==> config.mk <==
export PLATFORM = sky130hd
export DESIGN_NAME = ofm_writer_flat
export DESIGN_NICKNAME = d
export VERILOG_FILES = /design/src/rtl/ofm_writer_pkg.sv /design/src/rtl/ofm_writer_if.sv /design/src/rtl/ofm_wr_fifo.sv /design/src/rtl/ofm_writer.sv /design/src/flat_wrapper.sv
export SDC_FILE = /design/constraint.sdc
export NUM_CORES = 1
export LEC_CHECK = 0
export CAP_MARGIN = 15
export CELL_PAD_IN_SITES_DETAIL_PLACEMENT = 1
export CELL_PAD_IN_SITES_GLOBAL_PLACEMENT = 1
export CORE_MARGIN = 5
export CORE_UTILIZATION = 25
export DETAILED_ROUTE_END_ITERATION = 8
export PLACE_DENSITY_LB_ADDON = 0.1
export SLEW_MARGIN = 20
export SYNTH_ARGS = -nofsm -noshare
export SYNTH_HDL_FRONTEND = slang
export SYNTH_SLANG_ARGS = --single-unit
==> constraint.sdc <==
create_clock -name clk -period 3.2 [get_ports clk]
set_input_delay 0.64 -clock clk [delete_from_list [all_inputs] [get_ports clk]]
set_output_delay 0.64 -clock clk [all_outputs]
set_load 0.02 [all_outputs]
==> src/rtl/ofm_writer_pkg.sv <==
// Shared definitions for the output feature map write controller.
package ofm_writer_pkg;

    localparam int WORD_W = 32;
    localparam int ADR_W  = 32;

    typedef enum logic [1:0] {
        IDLE,
        RUN,
        DRAIN,
        DONE
    } state_t;

endpackage

==> src/rtl/ofm_writer_if.sv <==
// Result stream (valid/ready) plus memory write port of the OFM writer.
interface ofm_writer_if;
    import ofm_writer_pkg::*;

    logic              s_valid;
    logic [WORD_W-1:0] s_data;
    logic              s_ready;
    logic [ADR_W-1:0]  ofm_adr;
    logic [WORD_W-1:0] ofm_in;
    logic              ofm_we;

    modport master (
        output s_valid, s_data,
        input  s_ready, ofm_adr, ofm_in, ofm_we
    );

    modport slave (
        input  s_valid, s_data,
        output s_ready, ofm_adr, ofm_in, ofm_we
    );

endinterface

==> src/rtl/ofm_wr_fifo.sv <==
// Small synchronous skid FIFO between the result stream and the write port.
module ofm_wr_fifo #(
    parameter int DEPTH = 4,
    parameter int WIDTH = 32
) (
    input  logic             clk,
    input  logic             rst_n,
    input  logic             push,
    input  logic [WIDTH-1:0] wdata,
    input  logic             pop,
    output logic [WIDTH-1:0] rdata,
    output logic             full,
    output logic             empty
);

    localparam int AW = (DEPTH > 1) ? $clog2(DEPTH) : 1;
    localparam logic [AW:0] PTR_ONE = 1;

    logic [WIDTH-1:0] mem [2**AW];
    logic [AW:0]      wr_ptr;
    logic [AW:0]      rd_ptr;

    // Extra pointer MSB tells full (wrapped once) from empty (same lap).
    assign empty = (wr_ptr == rd_ptr);
    assign full  = (wr_ptr[AW] != rd_ptr[AW]) && (wr_ptr[AW-1:0] == rd_ptr[AW-1:0]);
    assign rdata = mem[rd_ptr[AW-1:0]];

    always_ff @(posedge clk or negedge rst_n) begin
        if (!rst_n) begin
            wr_ptr <= '0;
            rd_ptr <= '0;
        end else begin
            if (push && !full)
                wr_ptr <= wr_ptr + PTR_ONE;
            if (pop && !empty)
                rd_ptr <= rd_ptr + PTR_ONE;
        end
    end

    always_ff @(posedge clk) begin
        if (push && !full)
            mem[wr_ptr[AW-1:0]] <= wdata;
    end

endmodule

==> src/rtl/ofm_writer.sv <==
// Writes a stream of accumulator results into the OFM memory in
// channel -> row -> column order, with optional ReLU and a level done flag.
module ofm_writer
    import ofm_writer_pkg::*;
#(
    parameter int OUT_W      = 8,
    parameter int OUT_H      = 8,
    parameter int OUT_C      = 4,
    parameter int ROW_PITCH  = OUT_W,
    parameter int CH_PITCH   = OUT_H * ROW_PITCH,
    parameter int FIFO_DEPTH = 4
) (
    input  logic             clk,
    input  logic             rst_n,
    input  logic             start,
    input  logic [ADR_W-1:0] base_adr,
    input  logic             relu_en,
    ofm_writer_if.slave      bus,
    output logic             done
);

    localparam logic [31:0]      N_WORDS  = 32'(OUT_W * OUT_H * OUT_C);
    localparam logic [31:0]      X_LAST   = 32'(OUT_W - 1);
    localparam logic [31:0]      R_LAST   = 32'(OUT_H - 1);
    localparam logic [ADR_W-1:0] ROW_STEP = ADR_W'(ROW_PITCH);
    localparam logic [ADR_W-1:0] CH_STEP  = ADR_W'(CH_PITCH);

    state_t            state;
    state_t            state_nxt;
    logic [31:0]       accepted;
    logic [31:0]       written;
    logic [31:0]       x;
    logic [31:0]       r;
    logic [31:0]       c;
    logic [ADR_W-1:0]  cur_adr;
    logic [ADR_W-1:0]  row_adr;
    logic [ADR_W-1:0]  ch_adr;
    logic              relu_q;
    logic              fifo_full;
    logic              fifo_empty;
    logic [WORD_W-1:0] fifo_rdata;
    logic              push;
    logic              pop;
    logic              begin_map;

    assign begin_map   = start && ((state == IDLE) || (state == DONE));
    assign bus.s_ready = (state == RUN) && !fifo_full && (accepted < N_WORDS);
    assign push        = bus.s_valid && bus.s_ready;
    assign pop         = ((state == RUN) || (state == DRAIN)) && !fifo_empty;
    assign done        = (state == DONE);

    ofm_wr_fifo #(
        .DEPTH (FIFO_DEPTH),
        .WIDTH (WORD_W)
    ) u_fifo (
        .clk   (clk),
        .rst_n (rst_n),
        .push  (push),
        .wdata (bus.s_data),
        .pop   (pop),
        .rdata (fifo_rdata),
        .full  (fifo_full),
        .empty (fifo_empty)
    );

    always_ff @(posedge clk or negedge rst_n) begin
        if (!rst_n)
            state <= IDLE;
        else
            state <= state_nxt;
    end

    always_comb begin
        state_nxt = state;
        case (state)
            IDLE, DONE: if (start) state_nxt = RUN;
            RUN:        if (push && (accepted == N_WORDS - 32'd1)) state_nxt = DRAIN;
            DRAIN:      if (fifo_empty && (written == N_WORDS)) state_nxt = DONE;
            default:    state_nxt = IDLE;
        endcase
    end

    // Row/channel start addresses are kept so each step is a single add.
    always_ff @(posedge clk or negedge rst_n) begin
        if (!rst_n) begin
            accepted <= '0;
            written  <= '0;
            x        <= '0;
            r        <= '0;
            c        <= '0;
            cur_adr  <= '0;
            row_adr  <= '0;
            ch_adr   <= '0;
            relu_q   <= 1'b0;
        end else if (begin_map) begin
            accepted <= '0;
            written  <= '0;
            x        <= '0;
            r        <= '0;
            c        <= '0;
            cur_adr  <= base_adr;
            row_adr  <= base_adr;
            ch_adr   <= base_adr;
            relu_q   <= relu_en;
        end else begin
            if (push)
                accepted <= accepted + 32'd1;
            if (pop) begin
                written <= written + 32'd1;
                if (x == X_LAST) begin
                    x <= '0;
                    if (r == R_LAST) begin
                        r       <= '0;
                        c       <= c + 32'd1;
                        ch_adr  <= ch_adr + CH_STEP;
                        row_adr <= ch_adr + CH_STEP;
                        cur_adr <= ch_adr + CH_STEP;
                    end else begin
                        r       <= r + 32'd1;
                        row_adr <= row_adr + ROW_STEP;
                        cur_adr <= row_adr + ROW_STEP;
                    end
                end else begin
                    x       <= x + 32'd1;
                    cur_adr <= cur_adr + 32'd1;
                end
            end
        end
    end

    always_ff @(posedge clk or negedge rst_n) begin
        if (!rst_n) begin
            bus.ofm_we  <= 1'b0;
            bus.ofm_adr <= '0;
            bus.ofm_in  <= '0;
        end else begin
            bus.ofm_we <= pop;
            if (pop) begin
                bus.ofm_adr <= cur_adr;
                bus.ofm_in  <= (relu_q && fifo_rdata[WORD_W-1]) ? '0 : fifo_rdata;
            end
        end
    end

endmodule

==> src/flat_wrapper.sv <==
// flat-port wrapper written by rule: the top's interface ports become plain ports
module ofm_writer_flat import ofm_writer_pkg::*;
#(
    parameter int OUT_W      = 8,
    parameter int OUT_H      = 8,
    parameter int OUT_C      = 4,
    parameter int ROW_PITCH  = OUT_W,
    parameter int CH_PITCH   = OUT_H * ROW_PITCH,
    parameter int FIFO_DEPTH = 4
)
  (clk, rst_n, start, base_adr, relu_en, done, bus_s_valid, bus_s_data, bus_s_ready, bus_ofm_adr, bus_ofm_in, bus_ofm_we);
  ofm_writer_if bus_i ();
  input  logic clk;
  input  logic rst_n;
  input  logic start;
  input  logic [ADR_W-1:0] base_adr;
  input  logic relu_en;
  output logic done;
  input wire logic [$bits(bus_i.s_valid)-1:0] bus_s_valid;
  input wire logic [$bits(bus_i.s_data)-1:0] bus_s_data;
  output wire logic [$bits(bus_i.s_ready)-1:0] bus_s_ready;
  output wire logic [$bits(bus_i.ofm_adr)-1:0] bus_ofm_adr;
  output wire logic [$bits(bus_i.ofm_in)-1:0] bus_ofm_in;
  output wire logic [$bits(bus_i.ofm_we)-1:0] bus_ofm_we;
  assign bus_i.s_valid = bus_s_valid;
  assign bus_i.s_data = bus_s_data;
  assign bus_s_ready = bus_i.s_ready;
  assign bus_ofm_adr = bus_i.ofm_adr;
  assign bus_ofm_in = bus_i.ofm_in;
  assign bus_ofm_we = bus_i.ofm_we;
  ofm_writer #(.OUT_W(OUT_W), .OUT_H(OUT_H), .OUT_C(OUT_C), .ROW_PITCH(ROW_PITCH), .CH_PITCH(CH_PITCH), .FIFO_DEPTH(FIFO_DEPTH)) u_core (.clk(clk), .rst_n(rst_n), .start(start), .base_adr(base_adr), .relu_en(relu_en), .bus(bus_i), .done(done));
endmodule
# Word-level counts from Yosys, hierarchy flattened
# Memories as Yosys holds them, arrays and structs flattened.
# Cells that the tools add are included.
[totals] out_inout_bits=67 wordCells=91 input_bits=69 mem_count=1 regBits=298 mem_bits_rw=128
[op_classes] eq_ne=13 magnitude_cmp=1 mux=29 n_addsub=9 n_reduce_logical=24
[memory_table] name="u_core.u_fifo.mem" depth=4 width=32 read_ports=1 rd_clocked_by_memory_dff=0 write_ports=1 line_no="ofm_wr_fifo.sv:19" text="logic [WIDTH-1:0] mem [2**AW];"
[ops] op="$mux 32" n=23
[ops] op="$add 32x1->32 const B" n=5
[ops] op="$eq 32x3->1 const B" n=2
[ops] op="$add 32x4->32 const B" n=1
[ops] op="$add 32x7->32 const B" n=1
[ops] op="$eq 32x8->1 const B" n=1
[ops] op="$eq 32x9->1 const B" n=1
[ops] op="$lt 32x9->1 const B" n=1
[ops] op="$logic_and 1x1->1" n=11
[ops] op="$reduce_bool 2->1" n=4
[ops] op="$add 3x1->3 const B" n=2
[ops] op="$mux 2" n=3
[ops] op="$ne 2x2->1 const B" n=3
[ops] op="$pmux 2 s3" n=1
[ops] op="$reduce_and 3->1" n=2
[ops] op="$eq 2x2->1 const B" n=2
[ops] op="$eq 3x3->1" n=1
[ops] op="$eq 2x1->1 const B" n=1
[ops] op="$eq 2x2->1" n=1
[ops] op="$logic_not 1->1" n=2
[ops] op="$logic_not 2->1" n=1
[ops] op="$logic_or 1x1->1" n=2
[ops] op="$mux 1" n=2
[ops] op="$reduce_and 2->1" n=1
[ops] op="2 further kinds" n=2

# Logic depth before layout (Yosys ltp)
[logic_depth] ltp_word=9 depth_mapped=11 mapped_depth_nobuf=8

# Modules after synthesis
# Synthesis repeated with hierarchy kept, for this count alone.
[unflattened] hier_cells=1891 hier_area_um2=20234.4
[by_module_without_submodules] mod="ofm_writer" seq_area_each_um2=7307.0 area_each_um2=15157.0 cells_each=1675 instances=1
[by_module_without_submodules] mod="ofm_wr_fifo" seq_area_each_um2=3993.8 area_each_um2=5077.4 cells_each=216 instances=1

# Worst setup path before layout
# Ideal clock, no wire load.
[synth_path] kind="flip-flop to flip-flop" start="register u_core.state[1]" end="memory u_core.u_fifo.mem[0][0] (enable)" setup_time_ps=392 synth_period_minus_slack_ps=2929 stages_incl_launch_ff=8 setup_slack_ps=271 t_required_ps=2808 arrival_ps=2537 path_buffers=1 path_cell_list="dfrtp_1 -> inv_1 -> ha_1 -> nor4b_1 -> nand3_1 -> nor4b_1 -> buf_2 -> and2_1"
[synth_between] elab_chain_cells=7
[synth_lines] element="from (decl)" line_no="ofm_writer.sv:28" text="state_t state;"
[synth_lines] element="from (signal assigned)" line_no="ofm_writer.sv:70" text="state <= state_nxt;"
[synth_lines] element="$eq 2x1->1" line_no="ofm_writer.sv:47" text="assign bus.s_ready = (state == RUN) && !fifo_full && (accepted < N_WORDS);"
[synth_lines] element="$logic_and 1x1->1 (2 in a row)" line_no="ofm_writer.sv:47"
[synth_lines] element="$logic_and 1x1->1" line_no="ofm_writer.sv:48" text="assign push = bus.s_valid && bus.s_ready;"
[synth_lines] element="$logic_and 1x1->1" line_no="ofm_wr_fifo.sv:41" text="if (push && !full)"
[synth_lines] element="$mux 1" line_no="ofm_wr_fifo.sv:41"
[synth_lines] element="$mux 1 (implied by the code)" line_no="ofm_wr_fifo.sv:42" text="mem[wr_ptr[AW-1:0]] <= wdata;"
[synth_lines] element="to (decl)" line_no="ofm_wr_fifo.sv:19"
# Every way passes these cells.

# Worst setup path in the final report
[layout_path] start="register u_core.state[1]" end="output bus_s_ready"
[layout_between] elab_chain_cells=3
[layout_lines] element="$eq 2x1->1" line_no="ofm_writer.sv:47"
[layout_lines] element="$logic_and 1x1->1 (2 in a row)" line_no="ofm_writer.sv:47"
[layout_lines] element="to (decl)" line_no="flat_wrapper.sv:21" text="output wire logic [$bits(bus_i.s_ready)-1:0] bus_s_ready;"
# Every way passes these cells.

==> impl_metrics.toml <==
[placement]
dp_hpwl_um = 47840
dpl_cell_area_um2 = 23440
place_congestion = 0.7698
portBuffers = 135

[route]
wl_per_cell_um = 22.13
dr.pass1.iters = 5
route.detailed.drc = 0
routed_wl_um = 70010
via_per_inst = 4.975
drtAntennaViolNets = 0
vias = 15740
drt_iter0_markers = 781

[cts]
cts.root.buffer_cell = "clkbuf_16"
clk_pin_slew_ns = 0.06
cts_buffers = 54
cts_tree = "yes"
cts.sinks = 426
clockBufferDepth = 3
post-cts-setup-buffers = 0
clk_latency_ns = 0.63
h-tree-depth = 2

[worst_setup_path]
slowest_stage = "dfrtp_1"
path_cells = "inv_1 > ha_1 > nor4b_1 > nand3_1 > nor3_2 > dlygate4sd2_1"
cp-start-kind = "register"
critPathArrivalTime_ns = 2.35
rr_worst_depth = 9
worstSetupEndpointType = "output pin"
critPathRequiredTime_ns = 2.56
crit_path_max_fanout = 4
critPathMaxStageDelay_ns = 0.41
worstSetupPathType = "register to output pin"

[pwr]
p_leak_nw = 9.980
ir_drop_mv = 0.4790
powerDensity_nw_per_um2 = 909.2
power_mw = 23.04

[grt]
grtUsageMet2 = 0.2620
met3_usage = 0.03441
grt_use_met1 = 0.2189
top_usage_layer = "met2"
antenna_found_initial = 3
grt_pass1_wl_um = 108500
grt_max_degree = 65
grt_overflow = 0
grt_pass1_vias = 16990
grt_use_total = 0.1602

[synthesis]
yosysSeqAreaShare = 0.5564
avgSynthCellArea_um2 = 10.72
synth_cells = 1894
synth_edf_count = 128
ys_top_cells_by_area = "dfrtp_1, edfxtp_1, nand2_1, mux4_2, xor2_1"
ys_ff_latch = 426
synth_most_common_cell = "dfrtp_1"
synth_warnings = 0
async_flop_share = 0.6995
syn_area_um2 = 20310
synth_top_area_cell = "dfrtp_1"
synth_top_area_frac = 0.3671
synthFlopType = "dfrtp_1"
synth_common_cells = "dfrtp_1, nand2_1, nor2_1"
netlist-cell-type-count = 76
synth_nets = 1979

[die]
io_pins = 136
coreArea_um2 = 80550
die_area_um2 = 87050
start_util = 0.2522
die_w_um = 295.0
die_h_um = 295.0
std_cell_rows = 104

[sta]
drv_slew = 0
final-setup-viol-count = 0
skew_ns = 0.05547
layout_min_cycle_time_ns = 2.988
rsz0062_at_grt = "false"
fmax_mhz = 334.7
max-slew-margin-rel = 0.3472
finalSetupTns_ns = 0
tightest_slew_ns = 0.9759
fin_crit_sh = 0.9338
hold_slack_ns = 0.4703
hold_viol = 0

[outcome]
status = "finished, final reports clean"

[finish]
post-route-cell-area_um2 = 25350
syn2layout_area_growth_pct = 24.78
drive_above_1_share = 0.1126
nets = 2145
n_antenna_cell = 0

[hold_path]
holdPathStages = 2
min_path_type = "register to register"

[flow_run]
drv_cap = 0
[through the flow]
step                worst slack [ns]  std cells  utilization
finish                        0.2119       3164       0.3147
global route                 0.02364       3164       0.3147
CTS                          0.07797       3164       0.3147
detailed placement           0.07111       3063       0.2910
global placement             0.09614       3063       0.2910
floorplan                     0.2706       1894            -
[worst max-delay path: cells and delay by family, from the launching register on]
| family | cells | cell delay, ns |
|---|---|---|
| AND/OR/NAND/NOR | 3 | 0.72 |
| buffers and inverters | 2 | 0.44 |
| flip-flops | 1 | 0.41 |
| adder cells (fa/ha/maj) | 1 | 0.15 |
[flip-flops by register name, indices dropped and copies added (netlist names)]
name                  flops
u_core.accepted          32
u_core.bus.ofm_adr       32
u_core.bus.ofm_in        32
u_core.bus.ofm_we         1
u_core.ch_adr            32
u_core.cur_adr           32
u_core.r                 32
u_core.relu_q             1
u_core.row_adr           32
u_core.state              2
u_core.u_fifo.mem       128
u_core.u_fifo.rd_ptr      3
u_core.u_fifo.wr_ptr      3
u_core.written           32
u_core.x                 32
[worst paths after layout]
check / slack (ns) / endpoint / from
worst max register to register: 0.32 / u_core.ch_adr[22]$_DFFE_PN0P_ / u_core.x[0]$_DFFE_PN0P_
max in group asynchronous: 1.82 / u_core.bus.ofm_adr[7]$_DFFE_PN0P_ / rst_n
worst max-delay path: 0.21 / bus_s_ready / u_core.state[1]$_DFFE_PN0P_
worst min register to register: 0.47 / u_core.bus.ofm_in[31]$_DFFE_PN0P_ / u_core.bus.ofm_in[31]$_DFFE_PN0P_
worst min-delay path: 0.47 / u_core.bus.ofm_in[31]$_DFFE_PN0P_ / u_core.bus.ofm_in[31]$_DFFE_PN0P_
min in group asynchronous: 0.61 / u_core.r[22]$_DFFE_PN0P_ / rst_n
[power breakdown]
group	switching, mW	internal, mW
registers	1.32	6.99
logic	4.94	3.33
clock network	2.58	3.90
total	8.83	14.2
[cell families after synthesis]
family | Yosys count | synth area share
buf+inv | 134 | 0.02612
simple gates | 802 | 0.1977
flops | 426 | 0.5564
mux | 62 | 0.05057
compound gates | 339 | 0.1098
xor+xnor | 115 | 0.04959
fa+ha+maj | 16 | 0.009856
[routing by layer]
layer	part of all wire	vias to the layer above
met4	0.021	4
met5	0.00039	-
met2	0.47	278
li1	-	7307
met1	0.46	8067
met3	0.052	85
[layout by cell type (no fill, tap or decap), types with 31 or more instances in the layout]
cell / count
a21oi_1: 72
clkdlybuf4s50_1: 133
mux4_2: 32
o21ai_0: 88
nor2_1: 129
and2_1: 42
nand2_1: 278
clkbuf_16: 54
and4_1: 31
edfxtp_1: 128
buf_4: 65
xor2_1: 65
nand3_1: 80
nand4_1: 61
xnor2_1: 50
dfrtp_1: 296
nor3_1: 46
nor4_1: 40
a22o_1: 33
[layout make-up]
type | count | area [um^2]
clock inverter | 34 | 434.2
clock buffer | 66 | 1456
fill | 8822 | 55200
tap | 1060 | 1326
multi-input combinational | 1334 | 8551
timing repair buffer | 217 | 2173
inverter | 27 | 101.3
sequential | 426 | 11300
[what timing repair did]
action	4_1_cts	5_1_grt
endpoints found under the hold margin	7	0
gates resized for setup	3	0
endpoints found under the setup margin	2	0
hold buffers	1	0
No activity file was read; power rests on OpenSTA's default activity.
